===== src/rtl/muldiv_unit.sv =====
// HI/LO multiply/divide unit: counted multiply-accumulate latency plus an iterative restoring divider.
// Optional build macro MULDIV_CANCEL_EN adds the cancel (exception flush) input.
module muldiv_unit #(
    parameter int WIDTH   = 32,
    parameter int MUL_LAT = 5
) (
    input  logic             clk,
    input  logic             reset,
    input  logic [3:0]       op,
    input  logic [WIDTH-1:0] src_a,
    input  logic [WIDTH-1:0] src_b,
    input  logic [1:0]       rd_sel,
`ifdef MULDIV_CANCEL_EN
    input  logic             cancel,
`endif
    output logic             busy,
    output logic [WIDTH-1:0] result
);
    localparam int CNT_MAX = (MUL_LAT > WIDTH + 1) ? MUL_LAT : WIDTH + 1;
    localparam int CNT_W   = $clog2(CNT_MAX + 1);

    localparam logic [3:0] OP_MULT  = 4'd1;
    localparam logic [3:0] OP_MULTU = 4'd2;
    localparam logic [3:0] OP_DIV   = 4'd3;
    localparam logic [3:0] OP_DIVU  = 4'd4;
    localparam logic [3:0] OP_MADD  = 4'd5;
    localparam logic [3:0] OP_MADDU = 4'd6;
    localparam logic [3:0] OP_MSUB  = 4'd7;
    localparam logic [3:0] OP_MSUBU = 4'd8;
    localparam logic [3:0] OP_MTHI  = 4'd9;
    localparam logic [3:0] OP_MTLO  = 4'd10;

    typedef enum logic [1:0] {IDLE, MUL, DIV, DONE_FIX} state_t;

    state_t             state, next_state;
    logic               flush;
    logic [WIDTH-1:0]   hi, lo, a_reg, b_reg, quo, rem;
    logic [CNT_W-1:0]   count;
    logic               op_signed, mul_add, mul_sub, neg_q, neg_r, div_zero;
    logic               is_mul, is_div, src_signed;
    logic [WIDTH-1:0]   a_mag, b_mag, q_fix, r_fix;
    logic [2*WIDTH-1:0] ext_a, ext_b, product, mul_result;
    logic [WIDTH:0]     shifted, trial;

`ifdef MULDIV_CANCEL_EN
    assign flush = cancel;
`else
    assign flush = 1'b0;
`endif

    always_comb begin
        is_mul     = 1'b0;
        is_div     = 1'b0;
        src_signed = 1'b0;
        case (op)
            OP_MULT, OP_MADD, OP_MSUB: begin
                is_mul     = 1'b1;
                src_signed = 1'b1;
            end
            OP_MULTU, OP_MADDU, OP_MSUBU: is_mul = 1'b1;
            OP_DIV: begin
                is_div     = 1'b1;
                src_signed = 1'b1;
            end
            OP_DIVU: is_div = 1'b1;
            default: ;
        endcase
    end

    assign a_mag = (src_signed && src_a[WIDTH-1]) ? -src_a : src_a;
    assign b_mag = (src_signed && src_b[WIDTH-1]) ? -src_b : src_b;

    // Sign-extending to 2*WIDTH lets one unsigned multiplier produce both signed and unsigned products.
    assign ext_a   = op_signed ? {{WIDTH{a_reg[WIDTH-1]}}, a_reg} : {{WIDTH{1'b0}}, a_reg};
    assign ext_b   = op_signed ? {{WIDTH{b_reg[WIDTH-1]}}, b_reg} : {{WIDTH{1'b0}}, b_reg};
    assign product = ext_a * ext_b;

    always_comb begin
        mul_result = product;
        if (mul_add)
            mul_result = {hi, lo} + product;
        else if (mul_sub)
            mul_result = {hi, lo} - product;
    end

    // Restoring step: quo shifts the dividend out at the top while quotient bits enter at the bottom.
    assign shifted = {rem, quo[WIDTH-1]};
    assign trial   = shifted - {1'b0, b_reg};
    assign q_fix   = neg_q ? -quo : quo;
    assign r_fix   = neg_r ? -rem : rem;

    always_ff @(posedge clk or negedge reset) begin
        if (!reset) begin
            state <= IDLE;
            busy  <= 1'b0;
        end else begin
            state <= next_state;
            busy  <= (next_state != IDLE);
        end
    end

    always_comb begin
        next_state = state;
        case (state)
            IDLE: begin
                if (!flush && is_mul)
                    next_state = MUL;
                else if (!flush && is_div)
                    next_state = DIV;
            end
            MUL:      if (flush || count == '0) next_state = IDLE;
            DIV: begin
                if (flush)
                    next_state = IDLE;
                else if (count == '0)
                    next_state = DONE_FIX;
            end
            DONE_FIX: next_state = IDLE;
            default:  next_state = IDLE;
        endcase
    end

    always_ff @(posedge clk or negedge reset) begin
        if (!reset) begin
            hi        <= '0;
            lo        <= '0;
            a_reg     <= '0;
            b_reg     <= '0;
            quo       <= '0;
            rem       <= '0;
            count     <= '0;
            op_signed <= 1'b0;
            mul_add   <= 1'b0;
            mul_sub   <= 1'b0;
            neg_q     <= 1'b0;
            neg_r     <= 1'b0;
            div_zero  <= 1'b0;
        end else if (!flush) begin
            case (state)
                IDLE: begin
                    if (op == OP_MTHI)
                        hi <= src_a;
                    else if (op == OP_MTLO)
                        lo <= src_a;
                    else if (is_mul) begin
                        a_reg     <= src_a;
                        b_reg     <= src_b;
                        op_signed <= src_signed;
                        mul_add   <= (op == OP_MADD) || (op == OP_MADDU);
                        mul_sub   <= (op == OP_MSUB) || (op == OP_MSUBU);
                        count     <= CNT_W'(MUL_LAT - 1);
                    end else if (is_div) begin
                        a_reg    <= src_a;
                        b_reg    <= b_mag;
                        quo      <= a_mag;
                        rem      <= '0;
                        neg_q    <= src_signed && (src_a[WIDTH-1] ^ src_b[WIDTH-1]);
                        neg_r    <= src_signed && src_a[WIDTH-1];
                        div_zero <= (src_b == '0);
                        count    <= CNT_W'(WIDTH - 1);
                    end
                end
                MUL: begin
                    if (count == '0)
                        {hi, lo} <= mul_result;
                    else
                        count <= count - 1'b1;
                end
                DIV: begin
                    if (trial[WIDTH]) begin
                        rem <= shifted[WIDTH-1:0];
                        quo <= {quo[WIDTH-2:0], 1'b0};
                    end else begin
                        rem <= trial[WIDTH-1:0];
                        quo <= {quo[WIDTH-2:0], 1'b1};
                    end
                    if (count != '0)
                        count <= count - 1'b1;
                end
                DONE_FIX: begin
                    if (div_zero) begin
                        hi <= a_reg;
                        lo <= '1;
                    end else begin
                        hi <= r_fix;
                        lo <= q_fix;
                    end
                end
                default: ;
            endcase
        end
    end

    always_comb begin
        result = '0;
        case (rd_sel)
            2'd1:    result = hi;
            2'd2:    result = lo;
            default: result = '0;
        endcase
    end
endmodule


===== config.mk =====
export PLATFORM = sky130hd
export DESIGN_NAME = muldiv_unit
export DESIGN_NICKNAME = d
export VERILOG_FILES = /design/src/rtl/muldiv_unit.sv
export SDC_FILE = /design/constraint.sdc
export NUM_CORES = 2
export LEC_CHECK = 0
export CAP_MARGIN = 20
export CORE_MARGIN = 2
export CORE_UTILIZATION = 60
export CTS_CLUSTER_SIZE = 24
export DETAILED_ROUTE_END_ITERATION = 10
export GPL_TIMING_DRIVEN = 0
export MAX_ROUTING_LAYER = met4
export PLACE_DENSITY_LB_ADDON = 0.2
export SETUP_SLACK_MARGIN = 0.05
export SLEW_MARGIN = 10
export SYNTH_ARGS = -nofsm -noshare
export SYNTH_HDL_FRONTEND = slang
export SYNTH_SLANG_ARGS = --single-unit

===== constraint.sdc =====
create_clock -name clk -period 21.6 [get_ports clk]
set_input_delay 4.32 -clock clk [delete_from_list [all_inputs] [get_ports clk]]
set_output_delay 4.32 -clock clk [all_outputs]
set_load 0.005 [all_outputs]

==> results.toml <==
[timing]
rsz0062_at_grt = "no"
setup_slack_ns = 5.848
max_slew_margin_pct = -1.890
slew_viol_final = 1
setup_viol = 0
fin_crit_ns = 15.75
finalCritPeriodShare_pct = 72.93
hold_viol_final = 0
fmax_mhz = 63.48
tightest_slew_ns = 1.528
clock-skew-final_ns = 0.04469
setup_tns_ns = 0

[setup_path]
crit_path_frequent_cell = "fa_1"
arrival_ns = 16.28
r2r_slack_ns = 5.85
critPathSlowestCell = "nor4_1"
cp_max_fo = 12
required_ns = 22.13
cp-end-kind = "register"
worstSetupStartpointType = "register"
path_class = "reg2reg"
cp_slowest_stage_delay_ns = 1.19
rr_worst_depth = 40

[drt]
wirelength_microns = 320100
drc_errors = 21
drt_first_pass_iters = 11
detail_route.vias_per_cell = 6.518
num_vias = 65104
ant_nets = 0
detail_route.wl_per_cell_microns = 32.05
dr.first_iter.drc_count = 8637

[clock_network]
clock-sinks = 207
clk_latency_ns = 0.62
cts_repair_resize_count = 0
ctsHoldBuffers = 0
cts.clk_slew.worst_paths_ns = 0.07
numCtsBuffers = 25
htree_levels = 1
clockBufferDepth = 3
cts_tree = "done"
cts-root-buf = "clkbuf_16"
cts_setup_buffers = 0

[cells_and_area]
stdcell_count = 9988
nFillCells = 9627
nets = 10358
postLayoutCoreUtil_pct = 64.49
areaGrowthSynthToFinish_pct = 6.343
final_layout_size_suffix_gt1_share_pct = 2.657

[synthesis]
synth_async_sr_flop_share_pct = 100.0
synth-seq-cells = 207
syn-num-nets = 10189
seq_area_frac_synth_pct = 7.331
synthesis.area_sq_um = 70660
ys.flop_type = "dfrtp_1"
synthCells = 8208
synth.yosys.warnings = 0
yosysUniqueCellTypes = 99
synth_edf_count = 0
syn_area_per_cell_sq_um = 8.609

[global_route]
grt_antenna_before_repair = 53
grt_overflow = 0
grt_start_max_net_pins = 97
grt_use_total_pct = 55.52
grt_pass1_vias = 67073
grt_first_pass_wirelength_microns = 461600

[outcome]
violations = "design-rule violations, max-slew violations"
status = "complete, but fails checks"

[floorplanning]
start_util_pct = 60.64
core-area_sq_um = 116500
rows = 125
die_w_microns = 347.2
pin_count = 105
die_area_sq_um = 120500
die_h_microns = 347.2

[placement]
gp_congestion = 1.180
port_buffers = 99
dp.cells = 9858
pre_cts_ws_ns = 6.914
dp_hpwl_microns = 264400

[worst_hold_path]
holdPathStages = 2
hold_class = "reg2reg"

[run]
cap_violations = 0
## final cells by class
class	instances	area (sq um)	area share, %
tap	1524	1907	2.538
sequential	207	5180	6.894
clock buffer	31	658.1	0.8758
antenna	71	177.7	0.2364
buffer	445	1717	2.285
clock inverter	12	137.6	0.1832
timing repair buffer	142	1553	2.066
inverter	1736	6516	8.672
multi-input combinational	5820	57300	76.25
## path summary, 6_finish.rpt
check / start / endpoint
setup reg to reg: a_reg[3] / hi[19]
hold / removal: quo[27] / quo[27]
hold reg to reg: quo[27] / quo[27]
setup / recovery: a_reg[3] / hi[19]
min in group asynchronous: reset / hi[5]
max in group asynchronous: reset / quo[5]
## Yosys cell counts (all sizes together), types with 30 or more instances
cell	number	area [sq um]
inv	1731	6497
fa	1436	28750
nand2	889	3337
and2	558	3491
ha	473	5918
a21oi	423	2128
clkbuf	409	1536
nor2	351	1318
o21ai	330	1667
dfrtp	207	5180
xnor2	168	1479
xor2	109	954.7
nand3	70	350.3
a21o	68	510.5
o21bai	64	480.5
nor3	61	321.6
o31ai	60	479.2
and3	44	275.3
a31oi	43	281.5
a22oi	40	300.3
a221oi	39	347.8
buf	36	171.4
nand4	36	225.2
or3	35	224.0
nor2b	34	212.7
nand2b	33	206.5
mux2	32	360.4
o22ai	31	193.9
o221ai	30	262.8
## logic make-up after synthesis
| group | count (synthesis) | share of synthesized area (%) |
|---|---|---|
| mux | 51 | 0.7791 |
| simple gates | 2195 | 14.95 |
| compound gates | 1387 | 12.76 |
| buf+inv | 2181 | 11.64 |
| fa+ha+maj | 1909 | 49.06 |
| xor+xnor | 278 | 3.478 |
| flops | 207 | 7.331 |
## per-stage QoR
stage | instance area (sq um) | hold slack, ns
floorplan | 70660 | 0.4953
global placement | 73560 | 0.5264
detailed placement | 73930 | 0.5426
CTS | 74730 | 0.5586
global route | 75090 | 0.6084
finish | 75140 | 0.5668
## layer usage
layer  global-route usage (%)  up-vias  share of wire (%)
met2                    78.15     5349                 41
met5                        -        -                  0
met4                    46.69        0                 11
met1                    61.07    31806                 32
li1                         -    26011                  -
met3                    22.88     1938                 15
## cells in the final DEF (no fill, tap or decap), drive strengths merged, types with 33 or more instances in the layout
cell           instances
nand4                 36
nand2b                33
nand3                 70
a21oi                423
inv                 1732
xor2                 109
or3                   35
dfrtp                207
ha                   473
o31ai                 60
a22oi                 40
nor2b                 34
buf                   80
xnor2                168
fa                  1436
and2                 558
nor2                 351
clkdlybuf4s50         98
nor3                  61
a221oi                39
a21o                  68
clkbuf               440
o21ai                330
a31oi                 43
diode                 71
o21bai                64
nand2                889
and3                  44
## critical path, delay by kind of cell (launching register included)
| kind | cells | cell delay [ns] |
|---|---|---|
| AOI/OAI and AO/OA | 9 | 3.08 |
| xor gates and xnor gates | 1 | 0.91 |
| adders and majority gates | 12 | 5.44 |
| buffers and inverters | 12 | 3.16 |
| DFF | 1 | 0.33 |
| and+or+nand+nor | 6 | 2.70 |
Power is left out: the tool's default activity adds up to more than one toggle a clock period on the data nets, which glitch-free logic cannot reach.
